$ cat config.mk
export PLATFORM = sky130hd
export DESIGN_NAME = seq_priority_encoder
export DESIGN_NICKNAME = d
export VERILOG_FILES = /design/src/rtl/seq_enc_pkg.sv /design/src/rtl/lsb_index_find.sv /design/src/rtl/seq_priority_encoder.sv
export SDC_FILE = /design/constraint.sdc
export NUM_CORES = 1
export LEC_CHECK = 0
export ABC_CLOCK_PERIOD_IN_PS = 1470
export BUFFER_PORTS_ARGS = -buffer_cell sky130_fd_sc_hd__buf_2
export CAP_MARGIN = 20
export CORE_MARGIN = 1
export CORE_UTILIZATION = 30
export CTS_CLUSTER_SIZE = 30
export DETAILED_ROUTE_END_ITERATION = 10
export PLACE_DENSITY_LB_ADDON = 0.2
export SLEW_MARGIN = 15
export SYNTH_ARGS = -nofsm -noshare
export SYNTH_HDL_FRONTEND = slang
export SYNTH_SLANG_ARGS = --single-unit
$ cat constraint.sdc
create_clock -name clk -period 1.47 [get_ports clk]
set_input_delay 0.147 -clock clk [delete_from_list [all_inputs] [get_ports clk]]
set_output_delay 0.147 -clock clk [all_outputs]
set_load 0.02 [all_outputs]
$ cat src/rtl/seq_enc_pkg.sv
// rtl/seq_enc_pkg.sv - shared types and helpers for the sequential priority encoder
package seq_enc_pkg;

  typedef enum logic {IDLE, EMIT} state_t;

  localparam int N_DEF = 4;
  localparam int IDX_W = $clog2(N_DEF);

  // Inputs are zero-extended to 16 bits, the widest request vector supported.
  function automatic logic onehot_count_is_one(input logic [15:0] v);
    return (v != 16'd0) && ((v & (v - 16'd1)) == 16'd0);
  endfunction

endpackage

$ cat src/rtl/lsb_index_find.sv
// rtl/lsb_index_find.sv - combinational lowest-set-bit encoder with any-set flag
module lsb_index_find #(
  parameter int N = 4,
  parameter int W = $clog2(N)
) (
  input  logic [N-1:0] vec,
  output logic [W-1:0] idx,
  output logic         any
);

  // Scan from the top so the lowest set bit is the last (winning) assignment.
  always_comb begin
    idx = '0;
    any = 1'b0;
    for (int i = N - 1; i >= 0; i--) begin
      if (vec[i]) begin
        idx = W'(i);
        any = 1'b1;
      end
    end
  end

endmodule

$ cat src/rtl/seq_priority_encoder.sv
// rtl/seq_priority_encoder.sv - multi-hot vector in, one index per beat out, lowest first
module seq_priority_encoder
  import seq_enc_pkg::*;
#(
  parameter int N = N_DEF,
  parameter int W = $clog2(N)
) (
  input  logic         clk,
  input  logic         rst_n,
  input  logic         req_valid,
  output logic         req_ready,
  input  logic [N-1:0] req,
  input  logic         flush,
  output logic         idx_valid,
  input  logic         idx_ready,
  output logic [W-1:0] idx,
  output logic         idx_last,
  output logic         zero_seen
);

  state_t         state;
  logic [N-1:0]   pending;
  logic           alive;
  logic           pending_any;
  logic [N-1:0]   clear_mask;

  lsb_index_find #(.N(N), .W(W)) u_find (
    .vec (pending),
    .idx (idx),
    .any (pending_any)
  );

  assign clear_mask = ~(N'(1) << idx);
  assign req_ready  = alive && (state == IDLE);
  assign idx_valid  = (state == EMIT) && pending_any;
  assign idx_last   = (state == EMIT) && onehot_count_is_one(16'(pending));

  // alive keeps req_ready low until the first edge after reset release.
  always_ff @(posedge clk or negedge rst_n) begin
    if (!rst_n) begin
      state     <= IDLE;
      pending   <= '0;
      zero_seen <= 1'b0;
      alive     <= 1'b0;
    end else begin
      alive     <= 1'b1;
      zero_seen <= 1'b0;
      case (state)
        IDLE: begin
          if (alive && req_valid) begin
            if (req == '0) begin
              zero_seen <= 1'b1;
            end else begin
              pending <= req;
              state   <= EMIT;
            end
          end
        end
        EMIT: begin
          if (flush) begin
            pending <= '0;
            state   <= IDLE;
          end else if (idx_ready) begin
            pending <= pending & clear_mask;
            if (idx_last) state <= IDLE;
          end
        end
        default: state <= IDLE;
      endcase
    end
  end

endmodule

==> results.yml <==
detailed_routing:
  wl_microns: 1010
  antenna_left: 0
  vias_per_cell: 5.31
  drt_first_iter_violations: 4
  num_vias: 446
  firstDrtPassIters: 2
  wl_per_cell_microns: 12.0
  drcViolationCount: 0
critical_path:
  cp_cell_sequence: "nor4b_4 -> a211oi_2 -> nor2b_1 -> buf_4"
  crit_fanout: 5
  r2r_end: "state"
  worstRegToRegCells: 4
  cp-end-kind: "primary output"
  ff2ff_setup_slack_ps: 240
  critical_path_class: "reg2out"
  slowest_delay_ps: 460
  worstPathRequired_ps: 1320
  cp-start-kind: "flip-flop"
  cpMaxStageDelayCell: "dfrtp_2"
  r2r-start: "pending[2]"
  cp.arrival_ps: 1350
flow_run:
  maxCapViolations: 0
cts:
  clkTransAtPathRegs_ps: 50
  cts_made_buffers: 3
  cts_tree: "yes"
  worstSkewPairLatency_ps: 250
  root_buffer: "clkbuf_4"
  cts_max_level: 1
  clk_path_buf_depth: 2
  cts.sinks: 7
sta:
  layout_setup_ws_ps: -23.2
  fin_crit_ps: 1490
  fmax_mhz: 670
  hold_viol_final: 0
  setup_viol: 1
  tns_ps: -23.2
  fin_skew_ps: 0.779
  finalMaxSlewViolations: 0
  whs_ps: 155
  rsz0062_at_grt: "yes"
  fin_crit_sh_pct: 102
power_and_ir_drop:
  p_leak_nw: 0.283
  power_density_nw_per_um2: 1880
  ir_worst_vdd_v: 0.000830
  power_w: 0.00118
min_path:
  min_to: "pending[3]"
  min_from: "req[3]"
  hold_path.class: "in2reg"
  hold_path_depth: 3
global_routing:
  globalRouteTotalUtil_pct: 14.9
  antenna_found_initial: 0
  overflow: 0
  grt_pass1_wl_microns: 1540
  grt_pass1_vias: 357
  grt_max_degree: 9
floorplanning:
  core_area_sq_um: 1330
  ios: 15
  die_h_microns: 40.3
  std_cell_rows: 13
  start_util_pct: 32.9
  die_x_microns: 40.3
  die_area_sq_um: 1620
logic_synthesis:
  synthCells: 48
  synth_top_family_by_area: "simple AND/OR/NAND/NOR gates"
  synth_area_per_cell_sq_um: 9.15
  ys_seq_elements: 7
  synth.most_common_cell: "dfrtp_1"
  muxShareOfSynthArea_pct: 0
  synth_nets: 57
  synth_edf_count: 0
  async_reset_ff_share_pct: 100
  synth.area.top_cells: "dfrtp_1 40%, o211ai_1 6.8%, nor2b_1 5.7%, nor2_1 4.3%, nor4b_1 4.0%"
  syn-cell-area_sq_um: 439
  synth_simple_gate_area_share_pct: 30.2
  ys_seq_area_share_pct: 39.9
  yosysWarnings: 0
  synth_cell_type_count: 25
  netlist.top_cell.by_area: "dfrtp_1"
  synth_compound_area_share_pct: 22.8
  synth-adder-area-share_pct: 0
  synth_common_cells: "7 x dfrtp_1, 5 x nor2_1, 4 x nand2_1, 4 x nor2b_1, 4 x o211ai_1"
  synth-xor-area-share_pct: 1.99
  ys.flop_type: "dfrtp_1"
  yosysTopAreaCellShare_pct: 39.9
finish:
  final_core_util_pct: 47.1
  drive_above_1_share_pct: 44.9
  syn_to_final_growth_pct: 43.0
  antennaDiodeCount: 0
  nNetsFinal: 79
status:
  violations: "setup timing"
  outcome: "finished, violations left"
placement:
  hpwl_microns: 754
  pre_cts_ws_ps: 167
  gp_congestion: 0.754
  io_buffers: 14
layout make-up:
cell class / instances / area (sq um)
fillers: 144 / 706
multi-input cells: 37 / 280
flip-flops and latches: 7 / 179
repair buffers: 20 / 120
clock buffers: 4 / 26.3
well taps: 15 / 18.8
inverters: 1 / 3.75
registers in the layout (all words and copies together) (netlist names):
register   count
zero_seen      1
alive          1
pending        4
state          1
layout by cell type, fill, tap and decap left out:
cell type       n
a32o_1          1
nor4_2          1
nand3_1         2
dlygate4sd3_1   1
clkbuf_4        3
dfrtp_2         3
o22a_1          1
o311ai_0        1
nor3_1          1
clkbuf_1        1
nand2_1         4
buf_2          13
nand3b_1        1
dfrtp_1         4
a21oi_1         1
inv_1           1
o41a_1          1
o211ai_1        4
nor2b_1         4
nor2_1          5
o21ai_0         1
buf_4           6
conb_1          1
or4_4           1
nor4b_4         2
o21ai_1         1
xor2_1          1
a32oi_1         1
and3b_2         1
a211oi_2        1
report_power, final:
part,switching (W),leakage [nW],internal (W)
Sequential,0.000133,0.0861,0.000258
Clock,0.0000696,0.0150,0.000103
Combinational,0.000294,0.182,0.000324
through the flow:
stage | instance area (sq um) | std cells
floorplan | 439 | 48
global placement | 536 | 77
detailed placement | 536 | 77
CTS | 621 | 83
global route | 628 | 84
finish | 628 | 84
kinds of logic (layout without fill, tap and decap cells):
group	Yosys count	after routing
flip-flops	7	7
XOR/XNOR	1	1
AO/OA/AOI/OAI	13	13
buffers and inverters	4	25
other	1	1
AND/OR/NAND/NOR	22	22
critical path, delay by kind of cell, from the launching register on:
family | cells | cell delay [ps]
DFF | 1 | 460
AOI/OAI and AO/OA | 1 | 80
buffers and inverters | 1 | 140
and+or+nand+nor | 2 | 410
worst max-delay path by stage:
stage / start / to / slack [ps] / cells after the start
2_1_floorplan: pending[1] / idx_last / 130 / 4
3_3_place_gp: pending[2] / idx_last / 190 / 4
3_5_place_dp: pending[0] / idx_last / 170 / 4
4_1_cts: pending[2] / idx_last / -50 / 4
5_1_grt: pending[2] / idx_last / -100 / 4
6_report: pending[2] / idx_last / -20 / 4
per-layer routing:
layer / up-vias / GRT usage [%] / wire length (microns)
met5: - / 0 / 0
met2: 13 / 21.0 / 455
met3: 3 / 8.33 / 69
met1: 204 / 19.1 / 469
li1: 226 / - / -
met4: 0 / 5.00 / 11
what timing repair did:
item | in CTS | in global routing
pin swaps | 2 | 0
hold buffers | 1 | 0
hold endpoints to repair | 7 | 0
setup buffers | 1 | 1
resized for setup | 9 | 0
endpoints found under the setup margin | 1 | 2
Note: power is estimated with default switching activity, not from simulation.
